`src/rtl/aes_ctrl_pkg.sv`:
```
// rtl/aes_ctrl_pkg.sv - shared state type, constants and xtime helper for the AES-128 round controller
package aes_ctrl_pkg;

  typedef enum logic [2:0] {
    IDLE = 3'd0,
    LOAD = 3'd1,
    SR   = 3'd2,
    PASS = 3'd3,
    OUT  = 3'd4
  } state_t;

  localparam int PASS_CYCLES = 8;
  localparam int NUM_ROUNDS  = 10;

  localparam logic [7:0] RCON_INIT = 8'h01;
  localparam logic [7:0] RCON_POLY = 8'h1b;

  // Last 2-byte word index of a 16-byte pass, and the final round number.
  localparam logic [2:0] BYTE_LAST  = 3'(PASS_CYCLES - 1);
  localparam logic [3:0] ROUND_LAST = 4'(NUM_ROUNDS);

  // Multiply by x in GF(2^8) modulo the AES polynomial.
  function automatic logic [7:0] xtime(input logic [7:0] x);
    return {x[6:0], 1'b0} ^ (x[7] ? RCON_POLY : 8'h00);
  endfunction

endpackage

```
`src/rtl/aes_rcon_gen.sv`:
```
// rtl/aes_rcon_gen.sv - round constant register for the AES-128 key schedule
module aes_rcon_gen
  import aes_ctrl_pkg::*;
(
  input  logic       i_clk,
  input  logic       i_rst,
  input  logic       i_load,
  input  logic       i_step,
  output logic [7:0] o_rcon
);

  logic [7:0] r_rcon;

  // Reload at the start of each encryption; double in GF(2^8) on every key step.
  always_ff @(posedge i_clk) begin
    if (i_rst || i_load) begin
      r_rcon <= RCON_INIT;
    end else if (i_step) begin
      r_rcon <= xtime(r_rcon);
    end
  end

  assign o_rcon = r_rcon;

endmodule

```
`src/rtl/aes_round_controller.sv`:
```
// rtl/aes_round_controller.sv - sequencing FSM for the serial 2-byte/cycle AES-128 encryption core
module aes_round_controller
  import aes_ctrl_pkg::*;
(
  input  logic       i_clk,
  input  logic       i_rst,
  input  logic       i_start,
  output logic       o_busy,
  output logic       o_sel_pt,
  output logic       o_do_sr,
  output logic       o_do_mc,
  output logic [2:0] o_byte_idx,
  output logic [3:0] o_round_idx,
  output logic       o_key_step,
  output logic [7:0] o_rcon,
  output logic       o_cipher_valid,
  output logic       o_done
);

  state_t     r_state;
  state_t     w_next_state;
  logic [2:0] r_byte_idx;
  logic [3:0] r_round_idx;
  logic       r_done;
  logic       w_last_byte;
  logic       w_key_step;
  logic       w_rcon_load;

  assign w_last_byte = (r_byte_idx == BYTE_LAST);

  // A new encryption is accepted only from IDLE (including the done cycle).
  assign w_rcon_load = (r_state == IDLE) && i_start;

  // State register.
  always_ff @(posedge i_clk) begin
    if (i_rst) begin
      r_state <= IDLE;
    end else begin
      r_state <= w_next_state;
    end
  end

  // Word/round counters and the completion flag that marks the first IDLE cycle.
  always_ff @(posedge i_clk) begin
    if (i_rst) begin
      r_byte_idx  <= '0;
      r_round_idx <= '0;
      r_done      <= 1'b0;
    end else begin
      r_done <= (r_state == OUT) && w_last_byte;

      // The word index restarts at every phase change, so it only wraps there.
      if (w_next_state != r_state) begin
        r_byte_idx <= '0;
      end else if (r_state inside {LOAD, PASS, OUT}) begin
        r_byte_idx <= r_byte_idx + 3'd1;
      end else begin
        r_byte_idx <= '0;
      end

      case (r_state)
        IDLE: r_round_idx <= '0;
        LOAD, PASS: begin
          if (w_last_byte && (r_round_idx != ROUND_LAST)) begin
            r_round_idx <= r_round_idx + 4'd1;
          end
        end
        OUT: begin
          if (w_last_byte) begin
            r_round_idx <= '0;
          end
        end
        default: ;
      endcase
    end
  end

  // Next-state decode.
  always_comb begin
    w_next_state = r_state;
    case (r_state)
      IDLE: if (i_start) w_next_state = LOAD;
      LOAD: if (w_last_byte) w_next_state = SR;
      SR:   w_next_state = (r_round_idx < ROUND_LAST) ? PASS : OUT;
      PASS: if (w_last_byte) w_next_state = SR;
      OUT:  if (w_last_byte) w_next_state = IDLE;
      default: w_next_state = IDLE;
    endcase
  end

  // Moore output decode; key steps happen on the last word of LOAD and PASS only.
  always_comb begin
    o_busy         = (r_state != IDLE);
    o_sel_pt       = 1'b0;
    o_do_sr        = 1'b0;
    o_do_mc        = 1'b0;
    o_cipher_valid = 1'b0;
    w_key_step     = 1'b0;
    case (r_state)
      LOAD: begin
        o_sel_pt   = 1'b1;
        w_key_step = w_last_byte;
      end
      SR:   o_do_sr = 1'b1;
      PASS: begin
        o_do_mc    = 1'b1;
        w_key_step = w_last_byte;
      end
      OUT:  o_cipher_valid = 1'b1;
      default: ;
    endcase
  end

  aes_rcon_gen u_rcon_gen (
    .i_clk  (i_clk),
    .i_rst  (i_rst),
    .i_load (w_rcon_load),
    .i_step (w_key_step),
    .o_rcon (o_rcon)
  );

  assign o_key_step  = w_key_step;
  assign o_byte_idx  = r_byte_idx;
  assign o_round_idx = r_round_idx;
  assign o_done      = (r_state == IDLE) && r_done;

endmodule

```
`config.mk`:
```
export PLATFORM = sky130hd
export DESIGN_NAME = aes_round_controller
export DESIGN_NICKNAME = d
export VERILOG_FILES = /design/src/rtl/aes_ctrl_pkg.sv /design/src/rtl/aes_rcon_gen.sv /design/src/rtl/aes_round_controller.sv
export SDC_FILE = /design/constraint.sdc
export NUM_CORES = 1
export LEC_CHECK = 0
export CORE_UTILIZATION = 62
export CTS_BUF_LIST = sky130_fd_sc_hd__clkbuf_8
export DETAILED_ROUTE_END_ITERATION = 12
export DONT_BUFFER_PORTS = 1
export PLACE_DENSITY = 0.85
export RECOVER_POWER = 50
export SYNTH_ARGS = -nofsm -noshare
export SYNTH_HDL_FRONTEND = slang
export SYNTH_HIERARCHICAL = 1
export SYNTH_SLANG_ARGS = --single-unit
export TNS_END_PERCENT = 5
```
`constraint.sdc`:
```
create_clock -name i_clk -period 1.9 [get_ports i_clk]
set_input_delay 0.38 -clock i_clk [delete_from_list [all_inputs] [get_ports i_clk]]
set_output_delay 0.38 -clock i_clk [all_outputs]
set_load 0.02 [all_outputs]
```
==> metrics.yaml <==
detailed_routing:
  vias_per_cell: 6.04
  drc: 0
  ant_nets: 0
  vias: 695
  wire_per_inst_um: 14.8
  wirelength_um: 1700
  drtIter0Drc: 17
  drtPass1Iterations: 4
global_route:
  grtUsageTotal_pct: 23.1
  antenna_found_initial: 0
  grt_pass1_vias: 541
  grt_pass1_wl_um: 2390
  grt_max_degree: 15
  grt_overflow: 0
clock_network:
  post_cts_buffers: 0
  cts_tree: "built"
  clk_latency_ns: 0.25
  cts-root-buf: "clkbuf_8"
  cts.htree.levels: 1
  cts-buffers-inserted: 3
  cts.clk_slew.worst_paths_ns: 0.07
  clockBufferDepth: 2
  clkSinkCount: 19
power:
  power_switching_uw: 159
  peakVddDrop_v: 0.000426
  leakage_nw: 0.370
  p_per_area_nw_per_um2: 741
  p_sw_share_pct: 22.2
  pwr-share-seq_pct: 56.8
  p_int_uw: 556
  clockPowerShare_pct: 38.6
  p_comb_share_pct: 4.6
min_path:
  hold_end: "r_state[0]"
  holdPathStages: 1
  min_path_type: "in2reg"
  hold_path.startpoint: "i_rst"
sta:
  skew_ns: 0.00366
  rsz0062_at_grt: "false"
  hold_viol: 0
  fin_crit_ns: 1.79
  clock.fmax_ghz: 0.559
  slew_headroom_pct: 70.4
  fin_ws_ns: 0.113
  fin_tns_setup_ns: 0
  tightest_slew_ns: 0.443
  fin_crit_sh_pct: 94.1
  holdWs_ns: 0.186
  setup_viol: 0
  slew_viol_final: 0
final_layout:
  layout.nets: 108
  drive_gt1_share_pct: 11.0
  synthToLayoutAreaGrowth_pct: 8.44
  fin_area_um2: 965
  insertedDiodeCount: 0
critical_path:
  crit_path_end_kind: "output port"
  path_delay_family: "adder cells"
  worst_path_max_delay_cell: "dfxtp_1"
  critPathMaxFanout: 14
  start_kind: "register"
  cp_num_buf_inv: 2
  reg2reg_slack_ns: 0.32
  crit_chain: "ha_1 > ha_2 > nand3b_2 > inv_2 > buf_6"
  cp_num_cells: 5
  worst_r2r_endpoint: "o_round_idx[1]"
  cp.arrival_ns: 1.41
  r2r_cells: 6
  path_class: "reg2out"
  required_ns: 1.52
  slowest_delay_ns: 0.34
  r2r_start: "o_byte_idx[0]"
job:
  maxCapViolCount: 0
die:
  dieArea_um2: 1590
  io_pins: 25
  die_h_um: 39.9
  rows: 13
  chipWidth_um: 39.9
  start_util_pct: 67.5
  core_um2: 1320
yosys:
  syn-num-nets: 100
  syn_area_um2: 890
  netlist.area_leader.share_pct: 42.8
  syn_avg_cell_area_um2: 9.57
  yosys_warnings: 6
  synth_flop_cell: "dfxtp_1"
  yosysSeqAreaShare_pct: 42.8
  ys_seq_elements: 19
  synthArstFlopShare_pct: 0
  synth.distinct_cells: 35
  synth_edf_count: 0
  synthCells: 93
  synth_top_area_cell: "dfxtp_1"
  synth.area.top_cells: "dfxtp_1 (43%), ha_1 (5.6%), mux2i_1 (4.5%), nor2_1 (3.8%), and2_1 (3.5%)"
place:
  place_area_um2: 936
  place_hpwl_um: 1170
  place_congestion: 0.811
  place_ws_ns: 0.210
  port_buffers: 0
status:
  run_status: "complete, no violations"
flip-flops by register name, summed over array words and instances (netlist names):
signal and flops:
r_done 1, o_byte_idx 3, u_rcon_gen/o_rcon 8, r_state 3, o_round_idx 4
per-layer routing:
metal / GRT usage [%] / part of all wire (%) / routed length (µm) / vias to the layer above
met5: 0 / 0 / 0 / -
met4: 10.3 / 0.65 / 11 / 0
met3: 7.95 / 8.2 / 139 / 2
met2: 36.7 / 46 / 778 / 30
met1: 27.2 / 45 / 768 / 318
li1: - / - / - / 345
how the worst max path moves through the flow:
stage,start,to,slack [ns]
CTS,o_byte_idx[0],o_key_step,0.06
global route,o_byte_idx[0],o_key_step,0.04
global placement,o_byte_idx[1],u_rcon_gen/o_rcon[0],0.28
finish,o_byte_idx[0],o_key_step,0.11
floorplan,o_byte_idx[0],o_round_idx[1],0.13
detailed placement,o_byte_idx[0],u_rcon_gen/o_rcon[0],0.21
layout by cell type, fill, tap and decap left out, drive strengths merged, types with 2 or more instances in the layout:
cell type,synthesis,layout
and2,5,5
xnor2,3,3
nor2b,4,4
o21ai,3,3
nand2b,2,2
nor3,3,3
mux2i,4,4
buf,2,2
nand2,2,2
ha,4,4
inv,6,6
clkbuf,2,8
nor2,9,9
a21oi,2,2
dfxtp,19,19
o21a,2,2
a2bb2oi,2,2
a211oi,6,6
cells in the mapped netlist (all sizes together) (3+ instances only):
master and number:
dfxtp 19, nor2 9, a211oi 6, inv 6, and2 5, ha 4, mux2i 4, nor2b 4
nor3 3, o21ai 3, xnor2 3
power by group through the flow:
| stage | Sequential [mW] | Combinational (mW) | Clock [mW] |
|---|---|---|---|
| 2_1_floorplan | 0.417 | 0.0302 | 0 |
| 3_3_place_gp | 0.415 | 0.0337 | 0 |
| 3_5_place_dp | 0.416 | 0.0344 | 0 |
| 4_1_cts | 0.406 | 0.0345 | 0.280 |
| 5_1_grt | 0.407 | 0.0356 | 0.296 |
| 6_report | 0.406 | 0.0326 | 0.276 |
layout make-up:
type | count | area (µm²)
clock buffer | 3 | 41.3
sequential | 19 | 380
inverter | 6 | 22.5
fill | 108 | 353
timing repair buffer | 7 | 37.5
clock inverter | 1 | 5.00
multi-input combinational | 64 | 459
tap | 15 | 18.8
cells by family after synthesis:
| family | count (synthesis) | synth area share (%) |
|---|---|---|
| AOI/OAI and AO/OA | 19 | 16.7 |
| xor gates and xnor gates | 3 | 2.95 |
| adders and majority gates | 4 | 5.63 |
| buffers and inverters | 10 | 5.34 |
| DFF | 19 | 42.8 |
| muxes | 5 | 5.77 |
| and+or+nand+nor | 33 | 20.8 |
what timing repair did:
| item | CTS | global route |
|---|---|---|
| gates cloned | 0 | 0 |
| setup endpoints to repair | 1 | 1 |
| hold buffers | 0 | 0 |
| gates resized for setup | 1 | 1 |
stage by stage:
step | power, mW | util [%] | cells
2_1_floorplan | 0.447 | - | 93
3_3_place_gp | 0.449 | 71.0 | 111
3_5_place_dp | 0.450 | 71.0 | 111
4_1_cts | 0.721 | 74.7 | 115
5_1_grt | 0.739 | 73.2 | 115
6_report | 0.715 | 73.2 | 115
No activity file was read; power rests on OpenSTA's default activity.
